==> src/rtl/stack_arbiter.sv <==
// Two-requester round-robin arbiter in front of an external LIFO stack.
// One operation at a time: grant in IDLE, strobe in ISSUE, ack in RESP.
module stack_arbiter #(
  parameter int WIDTH = 8,
  parameter int DEPTH = 8
) (
  input  logic             clk,
  input  logic             rst,
  input  logic [1:0]       req,
  input  logic [1:0]       op0,
  input  logic [1:0]       op1,
  input  logic [WIDTH-1:0] wd0,
  input  logic [WIDTH-1:0] wd1,
  output logic [1:0]       ack,
  output logic             err,
  output logic [WIDTH-1:0] rdata,
  output logic             stk_push,
  output logic             stk_pop,
  output logic [WIDTH-1:0] stk_din,
  input  logic [WIDTH-1:0] stk_dout,
  output logic [7:0]       count,
  output logic             full,
  output logic             empty
);

  localparam logic [1:0] OP_PUSH = 2'b00;
  localparam logic [1:0] OP_POP  = 2'b01;
  localparam logic [1:0] OP_TOS  = 2'b10;
  localparam logic [7:0] CAP     = 8'(DEPTH);

  typedef enum logic [1:0] {
    IDLE,
    ISSUE,
    RESP
  } state_t;

  state_t           state;
  state_t           state_nx;
  logic             gnt;
  logic             gnt_nx;
  logic             last;
  logic [1:0]       op_q;
  logic [WIDTH-1:0] wd_q;
  logic             err_q;
  logic [WIDTH-1:0] rd_q;
  logic             push_ok;
  logic             pop_ok;
  logic             tos_ok;
  logic             op_err;

  assign full  = (count == CAP);
  assign empty = (count == 8'd0);

  // Tie goes to whoever was not served last.
  always_comb begin
    gnt_nx = 1'b0;
    unique case (req)
      2'b01:   gnt_nx = 1'b0;
      2'b10:   gnt_nx = 1'b1;
      2'b11:   gnt_nx = ~last;
      default: gnt_nx = 1'b0;
    endcase
  end

  always_comb begin
    state_nx = state;
    unique case (state)
      IDLE:    if (|req) state_nx = ISSUE;
      ISSUE:   state_nx = RESP;
      RESP:    state_nx = IDLE;
      default: state_nx = IDLE;
    endcase
  end

  always_comb begin
    push_ok = 1'b0;
    pop_ok  = 1'b0;
    tos_ok  = 1'b0;
    op_err  = 1'b0;
    unique case (op_q)
      OP_PUSH: begin
        push_ok = ~full;
        op_err  = full;
      end
      OP_POP: begin
        pop_ok = ~empty;
        op_err = empty;
      end
      OP_TOS: begin
        tos_ok = ~empty;
        op_err = empty;
      end
      default: op_err = 1'b1;
    endcase
  end

  always_comb begin
    stk_push = 1'b0;
    stk_pop  = 1'b0;
    stk_din  = '0;
    ack      = 2'b00;
    err      = 1'b0;
    rdata    = '0;
    if (state == ISSUE) begin
      stk_push = push_ok;
      stk_pop  = pop_ok;
      if (push_ok) stk_din = wd_q;
    end
    if (state == RESP) begin
      ack   = gnt ? 2'b10 : 2'b01;
      err   = err_q;
      rdata = rd_q;
    end
  end

  always_ff @(posedge clk) begin
    if (rst) begin
      state <= IDLE;
      count <= 8'd0;
      last  <= 1'b1;
      gnt   <= 1'b0;
      op_q  <= 2'b00;
      wd_q  <= '0;
      err_q <= 1'b0;
      rd_q  <= '0;
    end else begin
      state <= state_nx;
      if (state == IDLE && |req) begin
        gnt  <= gnt_nx;
        last <= gnt_nx;
        op_q <= gnt_nx ? op1 : op0;
        wd_q <= gnt_nx ? wd1 : wd0;
      end
      if (state == ISSUE) begin
        err_q <= op_err;
        if (push_ok) begin
          rd_q  <= wd_q;
          count <= count + 8'd1;
        end else if (pop_ok) begin
          rd_q  <= stk_dout;
          count <= count - 8'd1;
        end else if (tos_ok) begin
          rd_q <= stk_dout;
        end else begin
          rd_q <= '0;
        end
      end
    end
  end

endmodule

==> config.mk <==
export PLATFORM = sky130hd
export DESIGN_NAME = stack_arbiter
export DESIGN_NICKNAME = d
export VERILOG_FILES = /design/src/rtl/stack_arbiter.sv
export SDC_FILE = /design/constraint.sdc
export NUM_CORES = 1
export LEC_CHECK = 0
export BUFFER_PORTS_ARGS = -buffer_cell sky130_fd_sc_hd__buf_2
export CAP_MARGIN = 20
export CORE_ASPECT_RATIO = 0.6
export CORE_MARGIN = 10
export CORE_UTILIZATION = 50
export DETAILED_ROUTE_END_ITERATION = 12
export MAX_ROUTING_LAYER = met4
export PLACE_DENSITY = 0.8
export SETUP_SLACK_MARGIN = 0.1
export SLEW_MARGIN = 20
export SYNTH_ARGS = -nofsm -noshare
export SYNTH_HDL_FRONTEND = slang
export SYNTH_SLANG_ARGS = --single-unit
==> constraint.sdc <==
create_clock -name clk -period 7.45 [get_ports clk]
set_input_delay 0.3725 -clock clk [delete_from_list [all_inputs] [get_ports clk]]
set_output_delay 0.3725 -clock clk [all_outputs]
set_load 0.01 [all_outputs]
==> results <==
- The run finished with clean final reports.
- The classification of the worst setup path is register to register.
- The net count of the finished layout is 303.
- The worst setup timing slack at the placement stage is 4460 ps.
- The count of instances resized after the clock tree is built is 0.
- The placed wire-length estimate is 3.68 mm.
- The buffer depth of the longest clock path is 2.
- Measured in cells, the most critical reg-to-reg path has a length of 8.
- Setup violations remaining at the end of the flow were counted as 0.
- Averaged over all synthesized cells, the footprint is 8.98 µm².
- The cell area after synthesis is 1810 µm².
- The count of buffers from port buffering is 62.
- The number of global-route vias before repair is 1527.
- The normalized max-slew margin is 0.424.
- After clock tree synthesis, the clock-pin slew on the worst setup and hold paths is 70 ps.
- The hold-critical path depth is 2.
- The die extent in y is 66.5 µm.
- The synthesized net count is 244.
- For the pin with the worst max-slew slack, the measured transition is 861 ps.
- The biggest area contributor in the post-synthesis netlist is sky130_fd_sc_hd__dfxtp_1.
- The tightest min-delay check is of the input pin to register type.
- From synthesis to final layout, the design area changed by 24.5%.
- In the synthesized netlist the dominant register cell turns out to be sky130_fd_sc_hd__dfxtp_1.
- The number of antenna violations at the first check in global routing came to 0.
- The final wirelength is 4.89 mm.
- The global routing usage summed across all routing layers is 0.151.
- Across all register-to-register paths, the minimum setup slack is 4440 ps.
- The Yosys step of the flow raised 0 warnings.
- The cell-internal power is 0.000354 W.
- The global-route wire length before repair is 7.85 mm.
- The share of the clock period used by the worst path after layout is 0.405.
- The source-to-sink clock delay at the later pin of the worst-skew pair is 290 ps.
- Synthesis handed over a netlist of 201 instances.
- The synthesized design contains 0 enable-type register cells.
- In the final layout, the share of cells above drive strength 1 is 0.299.
- Summed over all nets, the switching power comes to 0.000182 W.
- In this run, synthesis produced a sequential element count of 31.
- The number of pins with negative max-slew slack in the final report was 0.
- In this run the core area contains 16 standard-cell rows.
- The hold buffer count at cts is 0.
- After detailed routing, the number of remaining DRC violations is 0.
- In the layout the commonest cells are 62 x sky130_fd_sc_hd__buf_2, 31 x sky130_fd_sc_hd__dfxtp_1, 27 x sky130_fd_sc_hd__nor2_1, 18 x sky130_fd_sc_hd__and2_1, 17 x sky130_fd_sc_hd__mux2i_1.
- The area share of the leading cell type in the synthesized netlist is 0.344.
- The maximum resistive drop on vdd is 0.000141 V.
- The share of total power dissipated in the clock network is 0.311.
- In this run the worst path has a maximum fanout of 10.
- The startpoint kind of the worst setup timing path is a register.
- The clock root buffer is sky130_fd_sc_hd__clkbuf_8.
- Using the TritonRoute via totals, the vias-per-cell ratio works out to 5.42.
- The proportion of synthesized chip area in sequential cells is 0.344.
- The die covers 6490 µm².
- The final clock skew is 3.90 ps.
- Routability-driven placement finished with a final weighted congestion of 0.888.
- The detail route stage leaves a number of antenna-violating nets equal to 0.
- Entering global routing, the biggest net connects 32 pins.
- Global routing finished with a remaining overflow of 0.
- The number of sinks driven by the clock tree is 31.
- The power per cell area is 238 nW/µm².
- The worst setup margin is 4440 ps.
- Before antenna repair, the detailed router went through 4 iterations.
- In this run, CTS created clock tree buffers numbering 5.
- During I/O placement, the number of pins put on the boundary was 63.
- The number of max-cap violations is 0.
- The detailed router placed 1659 vias in this run.
- The share of total power dissipated in sequential elements is 0.377.
- The final hold violation count was 0.
- Of the total power, combinational logic draws 0.312.
- The static leakage is 1.11 nW.
- For this configuration, the core starts out at a cell density of 0.537.
- The critical path required time is 7620 ps.
- The post-CTS setup buffer count is 0.
- The data arrival time of the worst path is 3190 ps.
- The count of different cell masters after synthesis is 37.
- In this run the standard cell core region covers 3360 µm².
- By area the synthesized netlist is led by sky130_fd_sc_hd__dfxtp_1 34%, sky130_fd_sc_hd__mux2i_1 9.4%, sky130_fd_sc_hd__ha_1 6.9%, sky130_fd_sc_hd__and2_1 6.2%, sky130_fd_sc_hd__nor2_1 5.6%.
- Timing would allow up to 332 MHz.
- The shortest period the worst path allows is 3010 ps.
- The share of flip-flops with an asynchronous set or reset is 0.
- The detailed-route wire length per cell is 16.0 µm.
- For this block, the initial DRC count from the detailed router was 101.
- The total negative slack is 0 ps.
- TritonCTS built the clock tree.
- Setup repair after global routing left no endpoint under its margin.
- The most frequent standard cell in the layout excluding fill and tap cells is sky130_fd_sc_hd__buf_2.
- In this run the horizontal extent of the chip is 97.6 µm.
- The H-tree level count is 2.
- The repair_antennas step left the layout with diodes totalling 0.
- The endpoint class of the critical path is a register.
- The fraction of power spent switching nets is 0.339.
power by group through the flow:
stage          Combinational (W)  Sequential, W  Clock [W]
4_1_cts                 0.000168       0.000202   0.000169
3_5_place_dp            0.000165       0.000205          0
5_1_grt                 0.000184       0.000205   0.000177
6_report                0.000167       0.000202   0.000167
2_1_floorplan           0.000120       0.000202          0
3_3_place_gp            0.000163       0.000204          0
final timing paths:
kind,from,end
worst max register to register,count[3],count[7]
worst max-delay path,count[3],count[7]
worst min-delay path,stk_dout[4],rd_q[4]
worst min register to register,err_q,err_q
area by class of cell:
class | count | area, µm²
Multi-Input combinational cell | 153 | 1120
Fill cell | 291 | 1110
Sequential cell | 31 | 621
Timing Repair Buffer | 62 | 310
Clock buffer | 5 | 68.8
Tap cell | 45 | 56.3
Clock inverter | 3 | 43.8
Inverter | 7 | 26.3
cell families after synthesis:
logic type	share of synthesized area
adder cells (fa/ha/maj)	0.0804
XOR/XNOR	0.0194
multiplexers	0.0942
AND/OR/NAND/NOR	0.207
buffers and inverters	0.0367
flip-flops	0.344
AO/OA/AOI/OAI	0.218
critical path: stages (launching register included):
cell	delay [ps]
sky130_fd_sc_hd__dfxtp_1	460
sky130_fd_sc_hd__or4b_2	650
sky130_fd_sc_hd__o21ai_2	400
sky130_fd_sc_hd__ha_1	370
sky130_fd_sc_hd__a21o_1	210
sky130_fd_sc_hd__a31o_2	240
sky130_fd_sc_hd__a21oi_1	240
sky130_fd_sc_hd__mux2i_1	230
sky130_fd_sc_hd__nand4_1	100
cells in the mapped netlist, types with 2 or more instances:
master and number:
sky130_fd_sc_hd__o2bb2ai_1 8, sky130_fd_sc_hd__inv_1 7, sky130_fd_sc_hd__buf_2 2, sky130_fd_sc_hd__nand3_1 3, sky130_fd_sc_hd__mux2i_1 17, sky130_fd_sc_hd__nand2_1 2, sky130_fd_sc_hd__o21ai_0 5, sky130_fd_sc_hd__nor2_1 27
sky130_fd_sc_hd__or4b_2 2, sky130_fd_sc_hd__xor2_1 4, sky130_fd_sc_hd__a22oi_1 9, sky130_fd_sc_hd__and2_1 18, sky130_fd_sc_hd__a21oi_1 4, sky130_fd_sc_hd__a21o_1 4, sky130_fd_sc_hd__nor3_1 4, sky130_fd_sc_hd__a211oi_1 13
sky130_fd_sc_hd__nor2b_1 3, sky130_fd_sc_hd__and3_1 3, sky130_fd_sc_hd__or4_4 2, sky130_fd_sc_hd__ha_1 10, sky130_fd_sc_hd__dfxtp_1 31, sky130_fd_sc_hd__clkbuf_1 8
per-layer routing:
| layer | wire, µm | up-vias | global-route usage |
|---|---|---|---|
| met1 | 2540 | 741 | 0.211 |
| met5 | 0 | - | - |
| met4 | 60 | 0 | 0.0433 |
| li1 | - | 857 | - |
| met2 | 1980 | 53 | 0.199 |
| met3 | 312 | 8 | 0.0453 |
registers in the layout, indices dropped and copies added, names as in the netlist:
name   flops
gnt        1
rd_q       8
last       1
count      8
state      2
wd_q       8
err_q      1
op_q       2
metrics by stage:
stage               hold WS [ps]  area [µm²]  utilization  power, W  instances
floorplan                    429        1810            -  0.000323        201
global placement             446        2130        0.634  0.000367        298
detailed placement           461        2140        0.635  0.000370        298
CTS                          278        2250        0.669  0.000539        306
global route                 274        2250        0.669  0.000566        306
finish                       280        2250        0.669  0.000536        306
No activity file was read; power rests on OpenSTA's default activity.
